<file path="config.mk">
export PLATFORM = sky130hd
export DESIGN_NAME = seq_div64
export DESIGN_NICKNAME = d
export VERILOG_FILES = /design/src/rtl/seq_div64.sv
export SDC_FILE = /design/constraint.sdc
export NUM_CORES = 1
export LEC_CHECK = 0
export ABC_AREA = 1
export CAP_MARGIN = 20
export CORE_MARGIN = 4
export CORE_UTILIZATION = 39
export CTS_CLUSTER_SIZE = 25
export DETAILED_ROUTE_END_ITERATION = 6
export HOLD_SLACK_MARGIN = 0.05
export PLACE_DENSITY = 0.58
export SLEW_MARGIN = 0
export SYNTH_ARGS = -nofsm -noshare
export SYNTH_HDL_FRONTEND = slang
export SYNTH_SLANG_ARGS = --single-unit
</file>
<file path="constraint.sdc">
create_clock -name clk -period 2.5 [get_ports clk]
set_input_delay 0.375 -clock clk [delete_from_list [all_inputs] [get_ports clk]]
set_output_delay 0.375 -clock clk [all_outputs]
set_load 0.005 [all_outputs]
</file>
<file path="src/rtl/seq_div64.sv">
// Sequential restoring divider: 2N-bit unsigned dividend by N-bit divisor, one quotient bit per clock.
// Divide-by-zero and quotient-overflow cases finish in one edge; other operands take N+1 edges.
module seq_div64 #(
   parameter int N = 32
) (
   input  logic           clk,
   input  logic           rst_n,
   input  logic           in_valid,
   output logic           in_ready,
   input  logic [2*N-1:0] dividend,
   input  logic [N-1:0]   divisor,
   output logic           out_valid,
   input  logic           out_ready,
   output logic [N-1:0]   quotient,
   output logic [N-1:0]   remainder,
   output logic           div_zero,
   output logic           overflow
);

   localparam int CW = $clog2(N);

   typedef enum logic [1:0] {IDLE, BUSY, DONE} state_e;

   state_e        state_q;
   logic [CW-1:0] cnt_q;
   logic [N-1:0]  dvs_q;
   // Partial remainder is always below the divisor, so its top bit is dropped between iterations.
   logic [N-1:0]  rem_q, rem_d;
   logic [N-1:0]  quo_q, quo_d;
   logic [N:0]    trial;
   logic          trial_ge;
   logic          in_ready_q, out_valid_q, div_zero_q, overflow_q;
   logic [N-1:0]  quotient_q, remainder_q;

   always_comb begin
      trial    = {rem_q, quo_q[N-1]};
      trial_ge = (trial >= {1'b0, dvs_q});
      rem_d    = trial_ge ? N'(trial - {1'b0, dvs_q}) : trial[N-1:0];
      quo_d    = {quo_q[N-2:0], trial_ge};
   end

   // NOTE: sequential state uses non-blocking assignments so every flop samples pre-edge values.
   always_ff @(posedge clk) begin
      if (!rst_n) begin
         state_q     <= IDLE;
         cnt_q       <= '0;
         dvs_q       <= '0;
         rem_q       <= '0;
         quo_q       <= '0;
         in_ready_q  <= 1'b0;
         out_valid_q <= 1'b0;
         div_zero_q  <= 1'b0;
         overflow_q  <= 1'b0;
         quotient_q  <= '0;
         remainder_q <= '0;
      end else begin
         case (state_q)
            IDLE: begin
               if (in_valid && in_ready_q) begin
                  dvs_q      <= divisor;
                  cnt_q      <= '0;
                  in_ready_q <= 1'b0;
                  if (divisor == '0) begin
                     state_q     <= DONE;
                     out_valid_q <= 1'b1;
                     div_zero_q  <= 1'b1;
                     quotient_q  <= '1;
                     remainder_q <= dividend[N-1:0];
                  end else if (dividend[2*N-1:N] >= divisor) begin
                     state_q     <= DONE;
                     out_valid_q <= 1'b1;
                     overflow_q  <= 1'b1;
                     quotient_q  <= '1;
                     remainder_q <= '0;
                  end else begin
                     state_q <= BUSY;
                     rem_q   <= dividend[2*N-1:N];
                     quo_q   <= dividend[N-1:0];
                  end
               end else begin
                  in_ready_q <= 1'b1;
               end
            end
            BUSY: begin
               rem_q <= rem_d;
               quo_q <= quo_d;
               cnt_q <= cnt_q + CW'(1);
               if (cnt_q == CW'(N - 1)) begin
                  state_q     <= DONE;
                  out_valid_q <= 1'b1;
                  quotient_q  <= quo_d;
                  remainder_q <= rem_d;
               end
            end
            DONE: begin
               if (out_ready) begin
                  state_q     <= IDLE;
                  out_valid_q <= 1'b0;
                  in_ready_q  <= 1'b1;
                  div_zero_q  <= 1'b0;
                  overflow_q  <= 1'b0;
                  quotient_q  <= '0;
                  remainder_q <= '0;
               end
            end
            default: begin
               state_q <= IDLE;
            end
         endcase
      end
   end

   assign in_ready  = in_ready_q;
   assign out_valid = out_valid_q;
   assign quotient  = quotient_q;
   assign remainder = remainder_q;
   assign div_zero  = div_zero_q;
   assign overflow  = overflow_q;

endmodule

</file>
# Word level (Yosys, flattened, before mapping)
# Index checks and enable logic that the tools add are counted.
# W data, S select, Z words.
[word_totals] input_bits=100 regBits=171 out_inout_bits=68
[classes] addsub=2 mux=43 n_reduce_logical=14 n_eq_ne=11 magnitude_cmp=2
[ops] op="$mux W32" count=16
[ops] op="$pmux W32 S3" count=2
[ops] op="$pmux W32 S2" count=2
[ops] op="$ge A33 B32 Y1" count=1
[ops] op="$ge A32 B32 Y1" count=1
[ops] op="$logic_not A32 Y1" count=1
[ops] op="$sub A32 B32 Y32" count=1
[ops] op="$ne A2 B2 Y1 const B" count=7
[ops] op="$mux W1" count=11
[ops] op="$mux W2" count=5
[ops] op="$pmux W5 S2" count=1
[ops] op="$reduce_and A5 Y1" count=2
[ops] op="$reduce_and A4 Y1" count=2
[ops] op="$pmux W1 S2" count=3
[ops] op="$pmux W2 S3" count=1
[ops] op="$reduce_and A2 Y1" count=3
[ops] op="$add A5 B1 Y5 const B" count=1
[ops] op="$eq A5 B5 Y1 const B" count=1
[ops] op="$mux W5" count=1
[ops] op="$reduce_bool A2 Y1" count=2
[ops] op="$ne A3 B3 Y1 const B" count=1
[ops] op="$pmux W1 S3" count=1
[ops] op="$reduce_and A3 Y1" count=1
[ops] op="$reduce_bool A3 Y1" count=1
[ops] op="4 further kinds" count=4

# Depth between registers and ports, before layout
# Gate-level depths: netlist of run 1.
[depth] word_depth=5 ltp_mapped=20 mapped_depth_nobuf=18

# Worst setup path after synthesis of run 1
# Ideal clock, no wire load.
[synth_path] path_kind="register -> register" startpoint="register quo_q[31]" endpoint="register rem_q[28]" path_buffers=0 path_slack_ns=0.437 synth_period_minus_slack_ns=2.063 required_ns=2.388 arrival_ns=1.951 setup_ns=0.112 stages_incl_launch_ff=18 cell_sequence="dfxtp_1 -> inv_1 -> ha_1 -> inv_1 -> fa_1 -> nand3_1 -> nand3_1 -> nand2_1 -> nand2_1 -> nand2_1 -> nand2_1 -> nand2_1 -> nand2_1 -> nand2_1 -> nand3_1 -> nor2b_1 -> nor2_1 -> nor2_1"
[synth_between] elab_chain_len=3 elab_cells_between_ends=4 classes_between="1 x add/sub; 1 x order compare; 2 x mux"
[synth_lines] item="start, declared" line="29" source="logic [N-1:0] quo_q, quo_d;"
[synth_lines] item="start signal, assigned" line="78" source="quo_q <= dividend[N-1:0];"
[synth_lines] item="start signal, assigned" line="86" source="quo_q <= quo_d;"
[synth_lines] item="$sub A32 B32 Y32 or $ge A33 B32 Y1 (tied branches)" line="38, 37"
[synth_lines] item="$mux W32 (*)" line="38" source="rem_d = trial_ge ? N'(trial - {1'b0, dvs_q}) : trial[N-1:0];"
[synth_lines] item="$pmux W32 S2 (*)" line="57" source="case (state_q)"
[synth_lines] item="end signal, assigned" line="77" source="rem_q <= dividend[2*N-1:N];"
[synth_lines] item="end signal, assigned" line="85" source="rem_q <= rem_d;"
[synth_lines] item="end, declared" line="28" source="logic [N-1:0] rem_q, rem_d;"
# Mark *: on every way between the ends. The rest lies on a longest branch, timed or not.
# A chain may end at the register's enable or synchronous reset.

# Final worst setup path of run 1
[layout_path] startpoint="input divisor[17]" endpoint="register quotient_q[16], in the netlist quotient[16]"
[layout_between] elab_chain_len=4 elab_cells_between_ends=7 classes_between="1 x order compare; 1 x eq/ne; 3 x mux; 2 x reduce/logical"
[layout_lines] item="start, declared" line="11" source="input logic [N-1:0] divisor,"
[layout_lines] item="branches (longest 4 deep; another with $ge A32 B32 Y1)"
[layout_lines] item="end signal, assigned" line="91" source="quotient_q <= quo_d;"
[layout_lines] item="end, declared" line="33" source="logic [N-1:0] quotient_q, remainder_q;"
# Several ways; the timed one is not identified. The select of a mux whose other input is x is not followed.

==> results of run 1 <==
[metal layers]
| layer | global-route usage | vias up |
|---|---|---|
| met3 | 0.0344 | 49 |
| met4 | 0.0742 | 0 |
| met5 | 0 | - |
| met1 | 0.352 | 6118 |
| li1 | - | 6867 |
| met2 | 0.418 | 403 |
[power groups by stage]
stage / registers (mW) / logic [mW] / clock network [mW]
after floorplan: 4.06 / 11.4 / 0
after global placement: 4.14 / 17.5 / 0
after detailed placement: 4.15 / 17.5 / 0
after CTS: 4.09 / 18.1 / 2.64
after global routing: 4.21 / 22.4 / 2.76
final: 4.12 / 20.2 / 2.61
[stage by stage]
stage                     TNS (ps)  cell area (um2)
after floorplan                  0            12000
after global placement      -85260            14900
after detailed placement    -86030            14900
after CTS                    -23.3            15700
after global routing          -174            16700
final                            0            16700
[area by class of cell]
cell class                 instances  area (um2)
inverter                         328        1240
tap                              396         495
multi-input combinational       1461        7510
clock buffer                      18         439
clock inverter                    14         115
fill                            3085       13900
sequential                       171        3420
timing repair buffer             327        3430
[sequential cells by signal, summed over array words and instances, names as in the netlist, 2 cells and up]
| register | cells |
|---|---|
| quotient | 32 |
| dvs_q | 32 |
| state_q | 2 |
| cnt_q | 5 |
| quo_q | 32 |
| remainder | 32 |
| rem_q | 32 |
[placed cells by master, fill, tap and decap left out, types with 15 or more instances in the layout]
cell type / count
buf_4: 122
buf_12: 17
nor2_1: 265
nand3_1: 133
nand2_1: 599
o21ai_0: 80
a21oi_1: 127
ha_4: 17
dlymetal6s2s_1: 15
o21ai_1: 16
nor2_2: 19
inv_2: 16
inv_1: 309
nand4_1: 37
clkdlybuf4s50_1: 151
ha_1: 42
dfxtp_1: 171
nand2_2: 21
clkbuf_16: 29
[how the worst max path moves through the flow]
stage / from / slack, ps / endpoint / cells after the start
detailed placement: divisor[23] / -880 / out_valid / 13
global route: divisor[27] / -50 / remainder[5] / 15
CTS: divisor[21] / -9 / quotient[2] / 14
finish: divisor[17] / 100 / quotient[16] / 18
global placement: divisor[23] / -860 / out_valid / 13
floorplan: quo_q[31] / 440 / rem_q[28] / 17
[what timing repair did]
item	CTS	global route
pin swaps	7	17
cloned	4	17
setup buffers	2	5
gates resized for setup	33	141
setup endpoints to repair	131	130
[critical path, stage by stage]
cell             delay [ps]
clkdlybuf4s50_1         470
inv_1                    90
ha_4                    220
nand2_1                  60
nand2_1                  60
nand2_1                  60
nand2_1                  50
nand2_2                  80
nand3_2                  90
a21oi_2                 140
buf_4                   140
nand4_1                 100
buf_6                   190
nand2_8                 140
clkinv_8                110
clkbuf_16               180
nor2_1                  100
nor2_1                   50
[cell families (layout without fill, tap and decap cells)]
| family | Yosys count | after routing | synth area share |
|---|---|---|---|
| buffers and inverters | 422 | 687 | 0.139 |
| AND/OR/NAND/NOR | 1121 | 1124 | 0.384 |
| XOR/XNOR | 15 | 15 | 0.0109 |
| adder cells (fa/ha/maj) | 70 | 70 | 0.0735 |
| flip-flops | 171 | 171 | 0.285 |
| AO/OA/AOI/OAI | 252 | 252 | 0.107 |
==> impl_results.md, run 1 <==
* Status: complete, no violations
* Post-synth top cells: nand2_1 (617), inv_1 (321), nor2_1 (285), dfxtp_1 (171), nand3_1 (140)
* Die Ht at 184 um
* Crit-path max FO at 8
* Count of flip-flops with a built-in enable after synthesis at 0
* Clk sinks at 171
* Yosys cell types at 39
* Switching fraction of total power at 0.519
* Yosys Warn Count at 0
* Layout cells sized above 1 at 0.140
* Placer Congestion at 0.934
* First-pass GRT wire length at 68300 um
* Drt initial violations at 957
* P_sw at 14.0 mW
* Cts hold-fix bufs at 0
* Crit path kind: in -> reg
* Minimum clock period after layout at 2400 ps
* Syn avg cell area at 5.86 um2
* Final hold vios at 0
* DR WL met2 at 20800 um
* Antenna Nets Post-Route at 0
* Syn nets at 2221
* Core area at 30500 um2
* Average vias per placed instance at 4.95
* Total Power Consumption at 26.9 mW
* Initial antenna violation count at 0
* Slew @ Worst Pin at 676 ps
* Dominant cell type by area after synthesis: dfxtp_1
* Site row count at 64
* Asr flop ratio synth at 0
* Placed Cells at 2655
* Hold Path Depth at 3
* Final WL at 45500 um
* Clock Power Share at 0.097
* PortBufs at 167
* R2R depth at 14
* Normalized max-slew margin at 0.549
* Critical Path AT at 2750 ps
* Antenna fix cells at 0
* Die span in x at 184 um
* Htree depth at 4
* Final nets at 2476
* Most common cell in the synthesized netlist: nand2_1
* LEAKAGE at 8.26 nW
* Reg2reg end: remainder[19]
* Num CTS Buffers at 17
* Root buffer cell: clkbuf_16
* Reg power frac at 0.153
* CTS tree: built
* Type of the worst min-delay path: in -> reg
* Synth top area cells: dfxtp_1 (28%), nand2_1 (19%), inv_1 (10%)
* Peak supply drop at 1130 uV
* Hold EP: dvs_q[18]
* Met3 wire len at 2760 um
* I/O pins at 168
* Pre-CTS setup slack at -878 ps
* HP Start: divisor[18]
* Sequential cell area fraction in the yosys report at 0.285
* Synth-to-Final Area Change at 38.6%
* Reg clk slew, reported paths at 70 ps
* Number of setup violations in the final report at 0
* Fmax at 0.417 GHz
* Die Area at 33700 um2
* Required @ worst endpoint at 2850 ps
* Worst Setup Start Kind: input pin
* Final core utilization at 0.546
* Max Root-Sink Buffers at 2
* Internal power at 12.9 mW
* Tcrit/Tclk final at 0.960
* Reg-to-reg slack, setup at 130 ps
* Max-Cap Viols at 0
* R2r startpoint: dvs_q[28]
* Met1 WL at 21100 um
* Overflow after GRT at 0
* Fin Hold WS at 262 ps
* Synth Cell Area at 12000 um2
* Residual DRC at 0
* Yosys reg bits at 171
* Cells after Synth at 2051
* Power per cell area at 1620 nW/um2
* Synth Flop Type: dfxtp_1
* DR pass1 iterations at 7
* Combinational share of power at 0.750
* DP HPWL at 32800 um
* Top cell type's share of synthesized area at 0.285
* Mean routed wirelength per cell at 16.8 um
* Non-filler instance count after layout at 2715
* Clock Skews at 10.4 ps
* Largest net degree at the start of global routing at 101
* Via Count at 13400
* Starting Density at 0.394
* Crit end category: register
* Worst-Skew Late Latency at 450 ps
* Final WS setup at 100 ps
* Max-slew violation count at 0
* GRT Util Overall at 0.255
* Vias in the first global route at 12500
* DR top layer: met4
No activity file was read; power rests on OpenSTA's default activity.
==> run 2, diff against run 1 <==
Settings changed: CTS_CLUSTER_DIAMETER from default to 80.
==> results of run 2 <==
No change in the layout: final DEF, timing and power equal those of run 1.
==> run 3, diff against run 2 <==
Settings changed: CORE_MARGIN 4 to default, GPL_TIMING_DRIVEN from default to 0.
==> run 3 against run 2 <==
Net effect: hold slack worse by 2.6 ps; final area is 4.6% lower; sequential cell count stayed put; clock power hardly changed; first-iteration DRC count is 29% higher; global-route usage is 3.3 points higher; clock-buffer cell count is 1 lower; non-clock buffer count is 47 lower; highest routed layer unchanged; critical path depth stayed put; critical path type unchanged; worst setup slack worse by 60 ps; final cell count is 2.2% lower; via count is 0.83% lower.
==> impl_results.md, run 3 (synthesized netlist as in run 1, its figures left out) <==
* Max Root-Sink Buffers at 2 (unchanged)
* Site row count at 63 (-1.6%)
* Fmax at 0.407 GHz (-2.4%)
* Clock Power Share at 0.102 (+0.005)
* DR top layer: met4
* GRT Util Overall at 0.289 (+0.0333)
* Core area at 30000 um2 (-1.8%)
* Non-filler instance count after layout at 2656 (-2.2%)
* Htree depth at 4 (unchanged)
* DR pass1 iterations at 6 (-1)
* Required @ worst endpoint at 2880 ps (+30 ps)
* Clock Skews at 15.8 ps (+5.39 ps)
* Pre-CTS setup slack at -1050 ps (-168 ps)
* Max-slew violation count at 0 (unchanged)
* Final hold vios at 0 (unchanged)
* Placer Congestion at 0.959 (+2.6%)
* Clk sinks at 171 (unchanged)
* Critical-path top delay cell: clkdlybuf4s50_1
* LEAKAGE at 7.90 nW (-4.4%)
* Die Area at 31500 um2 (-6.4%)
* P_sw at 13.8 mW (-1.0%)
* Number of setup violations in the final report at 0 (unchanged)
* Synth-to-Final Area Change at 32.2%
* Met1 WL at 22000 um (+4.6%)
* CTS tree: built
* Antenna fix cells at 0 (unchanged)
* Overflow after GRT at 0 (unchanged)
* Crit path kind: in -> reg
* PortBufs at 166 (-0.60%)
* Crit path buffers/inverters at 5 (-1)
* First-pass GRT wire length at 68200 um (-0.21%)
* Tcrit/Tclk final at 0.984 (+0.0240)
* Switching fraction of total power at 0.539 (+0.0200)
* Die span in x at 178 um (-3.3%)
* Internal power at 11.8 mW (-8.7%)
* Cells along the critical path: clkdlybuf4s50_1, inv_1, ha_4, nand2_2, nor2_4, nand2_1, nand2_1, nand2_1, nand2_2, nand2_2, nand4_1, nand2_4, buf_12, buf_8, buf_4, nand2_1, nand2_1, a21oi_2
* Power per cell area at 1610 nW/um2 (-0.10%)
* Final nets at 2426 (-2.0%)
* Placed Cells at 2607 (-1.8%)
* Starting Density at 0.401 (+0.00730)
* Num CTS Buffers at 17 (unchanged)
* Status: complete, no violations
* CP top delay family: simple AND/OR/NAND/NOR gates
* DP HPWL at 36400 um (+11%)
* Cts hold-fix bufs at 0 (unchanged)
* Peak supply drop at 635 uV (-44%)
* Slowest cell delay on critical path at 500 ps (+30 ps)
* Combinational share of power at 0.736 (-0.014)
* Largest net degree at the start of global routing at 17 (-83%)
* Vias in the first global route at 12100 (-2.6%)
* Final WL at 46400 um (+1.8%)
* Reg power frac at 0.162 (+0.009)
* Antenna Nets Post-Route at 0 (unchanged)
* Crit-path max FO at 7 (-1)
* Via Count at 13300 (-0.83%)
* Worst path most repeated cell: nand2_1
* RSZ-0062 raised after global routing: yes
* Slew @ Worst Pin at 909 ps (+233 ps)
* Die Ht at 178 um (-3.3%)
* Commonest non-fill, non-tap cell in the layout: nand2_1
* Minimum clock period after layout at 2460 ps (+59.9 ps)
* Worst-Skew Late Latency at 450 ps (about the same)
* Mean routed wirelength per cell at 17.5 um (+4.1%)
* Met3 wire len at 2980 um (+8.0%)
* Root buffer cell: clkbuf_16
* Average vias per placed instance at 5.02 (+1.4%)
* Drt initial violations at 1237 (+29%)
* Worst Setup Start Kind: input pin
* Type of the worst min-delay path: in -> reg
* Residual DRC at 0 (unchanged)
* Layout cells sized above 1 at 0.123 (-0.0170)
* Reg clk slew, reported paths at 70 ps (about the same)
* Total Power Consumption at 25.6 mW (-4.7%)
* Critical Path AT at 2840 ps (+90 ps)
* Max-Cap Viols at 0 (unchanged)
* Commonest non-fill, non-tap cells in the layout: nand2_1 (583), inv_1 (301), nor2_1 (241)
* DR WL met2 at 20500 um (-1.4%)
* Fin Hold WS at 260 ps (-2.58 ps)
* Normalized max-slew margin at 0.394 (-0.155)
* Crit end category: register
* Initial antenna violation count at 0 (unchanged)
* I/O pins at 168 (unchanged)
* Final WS setup at 40.2 ps (-59.9 ps)
run 3: cell types whose count changed in the layout (fill, tap and decap cells not counted), moves of 12 or more:
| cell | delta |
|---|---|
| clkdlybuf4s50_1 | -32 |
| dlymetal6s2s_1 | +28 |
| nand2_1 | -16 |
| nand2_2 | +16 |
| buf_4 | -99 |
| nor2_1 | -24 |
| buf_12 | -15 |
| nor2_2 | +21 |
| ha_4 | +12 |
| clkbuf_1 | +44 |
run 3: timing repair:
| item | 4_1_cts | 5_1_grt |
|---|---|---|
| endpoints found under the setup margin | 131 | 131 |
| gates cloned | 1 | 3 |
| gates resized for setup | 102 | 214 |
| buffers inserted | 4 | 12 |
| pin swaps | 10 | 33 |
run 3: worst min-delay path, cell delays in order:
cell and delay [ps]:
dlymetal6s2s_1 100, o21ai_0 90, a21oi_1 100
run 3: path summary, 6_finish.rpt:
path | from | to | slack (ps) | cells after the start
worst max-delay path | divisor[7] | remainder[23] | 40 | 18
worst min-delay path | divisor[10] | dvs_q[10] | 260 | 3
worst min register to register | dvs_q[0] | dvs_q[0] | 460 | 2
worst max register to register | quo_q[31] | rem_q[30] | 80 | 17
run 3: layout make-up:
cell class	count	area [um2]
buffer	94	572
sequential	171	3420
inverter	328	1230
timing repair buffer	186	1960
fill	3229	14100
tap	390	488
multi-input combinational	1458	7670
clock buffer	17	425
clock inverter	12	119
run 3: layer usage:
layer	vias to the layer above	track usage
li1	6754	-
met1	6140	0.401
met2	397	0.448
met3	34	0.0578
met4	0	0.0805
met5	-	0
run 3: power by group through the flow:
stage                     clock network, mW  logic (mW)  registers (mW)
after global placement                    0        16.6            4.13
after CTS                              2.65        17.4            4.09
after detailed placement                  0        16.7            4.14
final                                  2.62        18.9            4.14
after floorplan                           0        11.4            4.06
after global routing                   2.76        20.8            4.23
run 3: metrics by stage:
step,TNS (ps),instance area [um2],utilization
after floorplan,0,12000,-
after global placement,-111210,14200,0.473
after detailed placement,-112370,14200,0.473
after CTS,-32.4,15000,0.502
after global routing,-403,15900,0.530
final,0,15900,0.530
